$ cat src/rtl/sync_fifo_pkg.sv
// Shared constants and the pointer-wrap helper for the flexible synchronous FIFO.
package sync_fifo_pkg;

   localparam int DEF_WIDTH = 8;
   localparam int DEF_DEPTH = 8;

   // Explicit wrap so DEPTH need not be a power of two.
   function automatic int ptr_next(input int ptr, input int depth);
      return (ptr == depth - 1) ? 0 : ptr + 1;
   endfunction

endpackage

$ cat src/rtl/sync_fifo_mem.sv
// WIDTH x DEPTH storage: registered write port, asynchronous read port, no reset.
module sync_fifo_mem #(
   parameter int WIDTH = 8,
   parameter int DEPTH = 8,
   parameter int PTR_W = 3
) (
   input  logic             clk,
   input  logic             we,
   input  logic [PTR_W-1:0] waddr,
   input  logic [WIDTH-1:0] wdata,
   input  logic [PTR_W-1:0] raddr,
   output logic [WIDTH-1:0] rdata
);

   logic [WIDTH-1:0] mem [DEPTH];

   always_ff @(posedge clk) begin
      if (we) begin
         mem[waddr] <= wdata;
      end
   end

   assign rdata = mem[raddr];

endmodule

$ cat src/rtl/sync_fifo_flex.sv
// Single-clock FIFO with arbitrary depth, standard or first-word-fall-through
// read mode, occupancy count, programmable level flags and sticky error flags.
module sync_fifo_flex
   import sync_fifo_pkg::*;
#(
   parameter int WIDTH      = DEF_WIDTH,
   parameter int DEPTH      = DEF_DEPTH,
   parameter int FWFT       = 0,
   parameter int AFULL_LVL  = DEPTH - 1,
   parameter int AEMPTY_LVL = 1,
   localparam int CNT_W     = $clog2(DEPTH + 1)
) (
   input  logic             clk,
   input  logic             rst,
   input  logic             w_en,
   input  logic             r_en,
   input  logic             clr_err,
   input  logic [WIDTH-1:0] data_in,
   output logic [WIDTH-1:0] data_out,
   output logic             full,
   output logic             empty,
   output logic             almost_full,
   output logic             almost_empty,
   output logic [CNT_W-1:0] count,
   output logic             overflow,
   output logic             underflow
);

   localparam int PTR_W = (DEPTH > 2) ? $clog2(DEPTH) : 1;

   logic [PTR_W-1:0] wr_ptr;
   logic [PTR_W-1:0] rd_ptr;
   logic [WIDTH-1:0] rd_data;
   logic [WIDTH-1:0] dout_q;
   logic             wa;
   logic             ra;

   // No pass-through at full and no bypass at empty: accept purely on state.
   assign wa = w_en & ~full;
   assign ra = r_en & ~empty;

   assign full         = (count == CNT_W'(DEPTH));
   assign empty        = (count == '0);
   assign almost_full  = (count >= CNT_W'(AFULL_LVL));
   assign almost_empty = (count <= CNT_W'(AEMPTY_LVL));

   sync_fifo_mem #(
      .WIDTH (WIDTH),
      .DEPTH (DEPTH),
      .PTR_W (PTR_W)
   ) u_mem (
      .clk   (clk),
      .we    (wa & ~rst),
      .waddr (wr_ptr),
      .wdata (data_in),
      .raddr (rd_ptr),
      .rdata (rd_data)
   );

   always_ff @(posedge clk) begin
      if (rst) begin
         wr_ptr    <= '0;
         rd_ptr    <= '0;
         count     <= '0;
         dout_q    <= '0;
         overflow  <= 1'b0;
         underflow <= 1'b0;
      end else begin
         if (wa) begin
            wr_ptr <= PTR_W'(ptr_next(32'(wr_ptr), DEPTH));
         end
         if (ra) begin
            rd_ptr <= PTR_W'(ptr_next(32'(rd_ptr), DEPTH));
            dout_q <= rd_data;
         end
         case ({wa, ra})
            2'b10:   count <= count + CNT_W'(1);
            2'b01:   count <= count - CNT_W'(1);
            default: count <= count;
         endcase
         // A new error event in the same cycle as clr_err keeps the flag set.
         if (w_en & full) begin
            overflow <= 1'b1;
         end else if (clr_err) begin
            overflow <= 1'b0;
         end
         if (r_en & empty) begin
            underflow <= 1'b1;
         end else if (clr_err) begin
            underflow <= 1'b0;
         end
      end
   end

   always_comb begin
      data_out = dout_q;
      if (FWFT != 0) begin
         data_out = empty ? '0 : rd_data;
      end
   end

endmodule

$ cat config.mk
export PLATFORM = sky130hd
export DESIGN_NAME = sync_fifo_flex
export DESIGN_NICKNAME = d
export VERILOG_FILES = /design/src/rtl/sync_fifo_pkg.sv /design/src/rtl/sync_fifo_mem.sv /design/src/rtl/sync_fifo_flex.sv
export SDC_FILE = /design/constraint.sdc
export NUM_CORES = 1
export LEC_CHECK = 0
export BUFFER_PORTS_ARGS = -buffer_cell sky130_fd_sc_hd__clkbuf_2
export CORE_ASPECT_RATIO = 0.6
export CORE_MARGIN = 2
export CORE_UTILIZATION = 45
export CTS_CLUSTER_SIZE = 20
export DETAILED_ROUTE_END_ITERATION = 10
export SYNTH_ARGS = -nofsm -noshare
export SYNTH_HDL_FRONTEND = slang
export SYNTH_SLANG_ARGS = --single-unit
$ cat constraint.sdc
create_clock -name clk -period 2.5 [get_ports clk]
set_input_delay 0.25 -clock clk [delete_from_list [all_inputs] [get_ports clk]]
set_output_delay 0.25 -clock clk [all_outputs]
set_load 0.02 [all_outputs]
**Word level (Yosys, flattened, before mapping)**

Memory sizes are Yosys's and may differ from the RTL's. A register that Yosys moved wholly into a read port is not among the register bits.
Index checks and enable logic that the tools add are counted.

- Multiplexer cells: 8
- Reduce and logical (&&, ||, !) cells: 4
- Bitwise gates (word level): 8
- $lt $le $gt $ge: 2
- Equality and inequality tests: 5
- $add $sub $neg: 4

Operators by type and width:

| kind | number |
|---|---|
| 4-bit one-hot mux with 2 select lines | 1 |
| 3-bit by 1-bit adder with 3-bit output (second input constant) | 2 |
| 3-bit by 1-bit equality test with 1-bit output (second input constant) | 2 |
| 3-bit two-way mux | 2 |
| 2-bit nonzero test | 3 |
| 1-bit AND | 5 |
| 1-bit two-way mux | 5 |
| 4-bit by 1-bit adder with 4-bit output (second input constant) | 1 |
| 4-bit equality test (second input constant) | 1 |
| 4-bit by 3-bit >= comparator with 1-bit output (second input constant) | 1 |
| 4-bit by 1-bit <= comparator with 1-bit output (second input constant) | 1 |
| 4-bit zero test | 1 |
| 4-bit by 1-bit subtractor with 4-bit output (second input constant) | 1 |
| 1-bit inverter | 3 |
| 2-bit by 1-bit equality test with 1-bit output (second input constant) | 1 |
| 2-bit equality test (second input constant) | 1 |

- Bits in writable memories: 64
- Memories kept: 1
- Register bits: 12
- Output and inout port bits: 18
- Word-level logic and storage cells: 37
- Input port bits: 13

Memories:

| memory | depth | bits a word | read ports | clocked after memory_dff | write ports | line | text |
|---|---|---|---|---|---|---|---|
| u_mem.mem | 8 | 8 | 1 | 1 | 1 | sync_fifo_mem.sv:15 | `logic [WIDTH-1:0] mem [DEPTH];` |

**Depth between registers and ports, before layout**

- Depth in word-level cells: 6
- Gate-level depth with buffers: 10

**Hierarchy**

Synthesis repeated with hierarchy kept, for this count alone.

- Cell total of the unflattened synthesis: 217
- Area, all modules: 3,484.6 sq um

Modules (own cells, without submodules):

| module | seq. area each (sq um) | cells each | area each (sq um) | instances |
|---|---|---|---|---|
| sync_fifo_mem | 1,921.8 | 106 | 2,531.2 | 1 |
| sync_fifo_flex | 400.4 | 111 | 953.4 | 1 |

**Worst setup path after synthesis**

Ideal clock, no wire load.

- Kind: register -> register
- Start point: reg count[1]
- End point: reg count[2]
- Clock period less this slack: 2,715 ps
- Required time: 2,429 ps
- Data arrival time: 2,644 ps
- Setup slack: -215 ps
- Stages on the path, launching flop included: 9
- Buffers on the path: 0
- Cell sequence: dfxtp_1 -> inv_1 -> ha_1 -> nor3b_1 -> nand2b_1 -> inv_1 -> ha_1 -> or3_2 -> a21oi_1

- Longest elaborated chain between the ends: 5
- Elaborated cells between the ends (all ways): 12
- Classes of those cells: add/sub (2); eq/ne (3); mux (1); bitwise (4); reduce/logical (2)

RTL lines:

| element | line | text |
|---|---|---|
| start: declaration | sync_fifo_flex.sv:24 | `output logic [CNT_W-1:0] count,` |
| start signal: assignment | sync_fifo_flex.sv:77 | `2'b10: count <= count + CNT_W'(1);` |
| start signal: assignment | sync_fifo_flex.sv:78 | `2'b01: count <= count - CNT_W'(1);` |
| start signal: assignment | sync_fifo_flex.sv:79 | `default: count <= count;` |
| 4-bit zero test (*) | sync_fifo_flex.sv:43 | `assign empty = (count == '0);` |
| net empty | sync_fifo_flex.sv:21 | `output logic empty,` |
| 1-bit inverter (*) | sync_fifo_flex.sv:40 | `assign ra = r_en & ~empty;` |
| 1-bit AND (*) | sync_fifo_flex.sv:40 |  |
| net ra | sync_fifo_flex.sv:36 | `logic ra;` |
| 2-bit by 1-bit equality test with 1-bit output or 2-bit equality test (tied branches) | sync_fifo_flex.sv:76 | `case ({wa, ra})` |
| 4-bit one-hot mux with 2 select lines or 2-bit nonzero test (tied branches) | - |  |

The timed path passes the listed nets; every way through them passes the cells marked *.
A chain may end at the register's enable or synchronous reset.

**Worst setup path after layout**

- Start point: reg count[0]
- End point: reg count[3]

- Longest elaborated chain between the ends: 5
- Elaborated cells between the ends (all ways): 12
- Classes of those cells: add/sub (2); eq/ne (3); mux (1); bitwise (4); reduce/logical (2)

RTL lines:

| element | line |
|---|---|
| 4-bit zero test (*) | sync_fifo_flex.sv:43 |
| 1-bit inverter (*) | sync_fifo_flex.sv:40 |
| 1-bit AND (*) | sync_fifo_flex.sv:40 |
| net ra | sync_fifo_flex.sv:36 |
| 2-bit by 1-bit equality test with 1-bit output or 2-bit equality test (tied branches) | sync_fifo_flex.sv:76 |
| 4-bit one-hot mux with 2 select lines or 2-bit nonzero test (tied branches) | - |

Marks and branches as above.

==> flow_summary.toml <==
[run_status]
status = "finished clean"

[clock_tree]
tritoncts = "done"
clk_pin_slew_ps = 60
cts_root_buf = "clkbuf_16"
cts.sinks = 84
postCtsSetupRepairBufs = 0
ctsResizeCount = 0
worstSkewPairLatency_ps = 330
clock_path_buffers = 2
cts-hold-fix-buffers = 0
cts_inserted_buffers = 9
cts_htree_levels = 3

[timing]
finalHoldViolations = 0
worst_pin_slew_ps = 691
fin_worst_skew_ps = 7.55
period_share_pct = 92.7
rsz0062_at_grt = "no"
period_needed_ps = 2320
drv_slew = 0
setup_slack_ps = 182
max_freq_mhz = 431
fin_tns_setup_ps = 0
whs_ps = 187
slew_headroom_pct = 53.8
setup_violations = 0

[grt]
met1_usage_pct = 25.6
grt_util_all_layers_pct = 17.2
grt.busiest_layer = "met1"
use_met3_pct = 6.43
grt_max_degree = 22
first_global_vias = 1714
met2_usage_pct = 23.5
antenna_found_initial = 0
grt_overflow = 0
grt_pass1_wl_microns = 9840

[yosys]
yosysWarnings = 0
syn_nets = 245
synth_cell_types = 34
syn_area_per_cell_sq_um = 15.1
dominantRegCellSynth = "edfxtp_1"
synth.top_cell.area_share_pct = 56.9
netlist_instances = 224
synth-edff-count = 64
synth_top_area_cell = "edfxtp_1"
synth-async-reset-ratio_pct = 0
synth.ff_latch_count = 84
synth_area_leaders = "edfxtp_1 (57%), dfxtp_1 (12%), mux2i_1 (10%), a22oi_1 (3.6%), ha_1 (3.0%)"
synth_commonest_cells = "edfxtp_1 (64), mux2i_1 (34), dfxtp_1 (20), a22oi_1 (16), nor2_1 (15)"
seq_area_frac_synth_pct = 68.7
syn_area_sq_mm = 0.00338
yosysMostFrequentCell = "edfxtp_1"

[floorplanning]
rows = 24
core_sq_mm = 0.00727
die_y_microns = 71.1
fp.dieW_microns = 116
start_util_pct = 46.5
die-area_sq_mm = 0.00824
io_pins = 31

[placement]
io_buffers = 30
dp_hpwl_microns = 4200
gp_congestion = 0.783
pre_cts_slack_ps = 128

[worst_setup_path]
critPathMaxStageDelay_ps = 470
arrival_ps = 2530
cp_num_buf_inv = 2
worstSetupPathType = "reg2reg"
cpMostUsedCell = "inv_1"
crit_chain = "inv_1 > ha_1 > nor3b_2 > nand2b_2 > inv_1 > ha_2 > or4b_1 > a21oi_2 > xnor2_1 > nor2_1"
slowest_stage = "or4b_1"
required_ps = 2710
cp-end-kind = "register"
crit_path_start_kind = "register"
cp_top_family = "simple AND/OR/NAND/NOR gates"
path_max_fanout = 7

[finish]
finalNetCount = 291
drive_above_1_share_pct = 25.1
syn_to_final_growth_pct = 19.1
n_antenna_cell = 0

[drt]
first_pass_iters = 4
num_vias = 1920
post_drt_wl_per_cell_microns = 16.9
drtIter0Drc = 121
wirelength_microns = 6420
drc = 0
ant_nets = 0
vias_per_cell = 5.07

[power_and_ir_drop]
vdd_drop_max_mv = 0.478
p_leak_nw = 1.44
p_per_area_mw_per_mm2 = 954
power.total_mw = 3.84

[run]
cap_violations = 0

[worst_hold_path]
hp-class = "in2reg"
[cell usage in the layout, fill, tap and decap left out, types with 2 or more instances in the layout]
| cell | count |
|---|---|
| nand2b_1 | 3 |
| inv_1 | 3 |
| xor2_1 | 2 |
| nand2_1 | 8 |
| a32o_1 | 8 |
| edfxtp_1 | 64 |
| a21oi_1 | 7 |
| dfxtp_1 | 17 |
| ha_1 | 7 |
| dfxtp_2 | 3 |
| nor2b_1 | 4 |
| buf_4 | 14 |
| a22oi_1 | 16 |
| nor3_1 | 3 |
| clkbuf_1 | 4 |
| mux2i_1 | 34 |
| nor2_1 | 15 |
| a21oi_2 | 2 |
| clkbuf_2 | 30 |
| clkbuf_16 | 9 |
| or3_1 | 2 |
[sequential cells by signal, indices dropped and copies added (netlist names)]
register	count
overflow	1
rd_ptr	3
wr_ptr	3
data_out	8
u_mem.mem	64
count	4
underflow	1
[final cells by class]
| cell class | instances | area [sq um] |
|---|---|---|
| well taps | 104 | 130 |
| repair buffers | 44 | 255 |
| flip-flops and latches | 84 | 2330 |
| inverters | 3 | 11.3 |
| multi-input cells | 128 | 1010 |
| clock inverters | 2 | 35.0 |
| clock buffers | 14 | 254 |
| fillers | 620 | 3240 |
[power by group]
| group | leakage, nW | internal [mW] | switching, mW |
|---|---|---|---|
| clock network | 0.141 | 0.800 | 0.468 |
| registers | 0.743 | 1.60 | 0.125 |
| logic | 0.560 | 0.378 | 0.469 |
| total | 1.44 | 2.78 | 1.06 |
[final timing paths]
| check | cells after the start | start | slack [ps] | end |
|---|---|---|---|---|
| setup / recovery | 10 | count[0]$_SDFFE_PP0P_ | 180 | count[3]$_SDFFE_PP0P_ |
| hold / removal | 3 | r_en | 190 | underflow$_SDFFE_PP0P_ |
| setup reg to reg | 10 | count[0]$_SDFFE_PP0P_ | 180 | count[3]$_SDFFE_PP0P_ |
| hold reg to reg | 1 | data_out[7]$_SDFFE_PP0P_ | 460 | data_out[7]$_SDFFE_PP0P_ |
[worst reg2reg max path: cells and delay by family, from the launching register on]
kind	cells	cell delay, ps
simple gates	4	930
xor+xnor	1	120
flops	1	390
fa+ha+maj	2	460
compound gates	1	160
buf+inv	2	150
[logic make-up after synthesis]
logic type	share of synthesized area [%]
simple gates	7.77
xor+xnor	0.778
fa+ha+maj	2.96
buf+inv	1.70
compound gates	8.00
mux	10.1
flops	68.7
[metal layers]
metal / part of all wire (%) / vias to the layer above
met5: 0 / -
met4: 0.23 / 0
met3: 7.2 / 2
met2: 44 / 39
met1: 48 / 919
li1: - / 960
[per-stage QoR]
stage / area [sq um] / instances / util, %
2_1_floorplan: 3390 / 224 / -
3_3_place_gp: 3730 / 363 / 51.3
3_5_place_dp: 3730 / 363 / 51.3
4_1_cts: 4020 / 379 / 55.3
5_1_grt: 4030 / 379 / 55.4
6_report: 4030 / 379 / 55.4
Note: power is estimated with default switching activity, not from simulation.
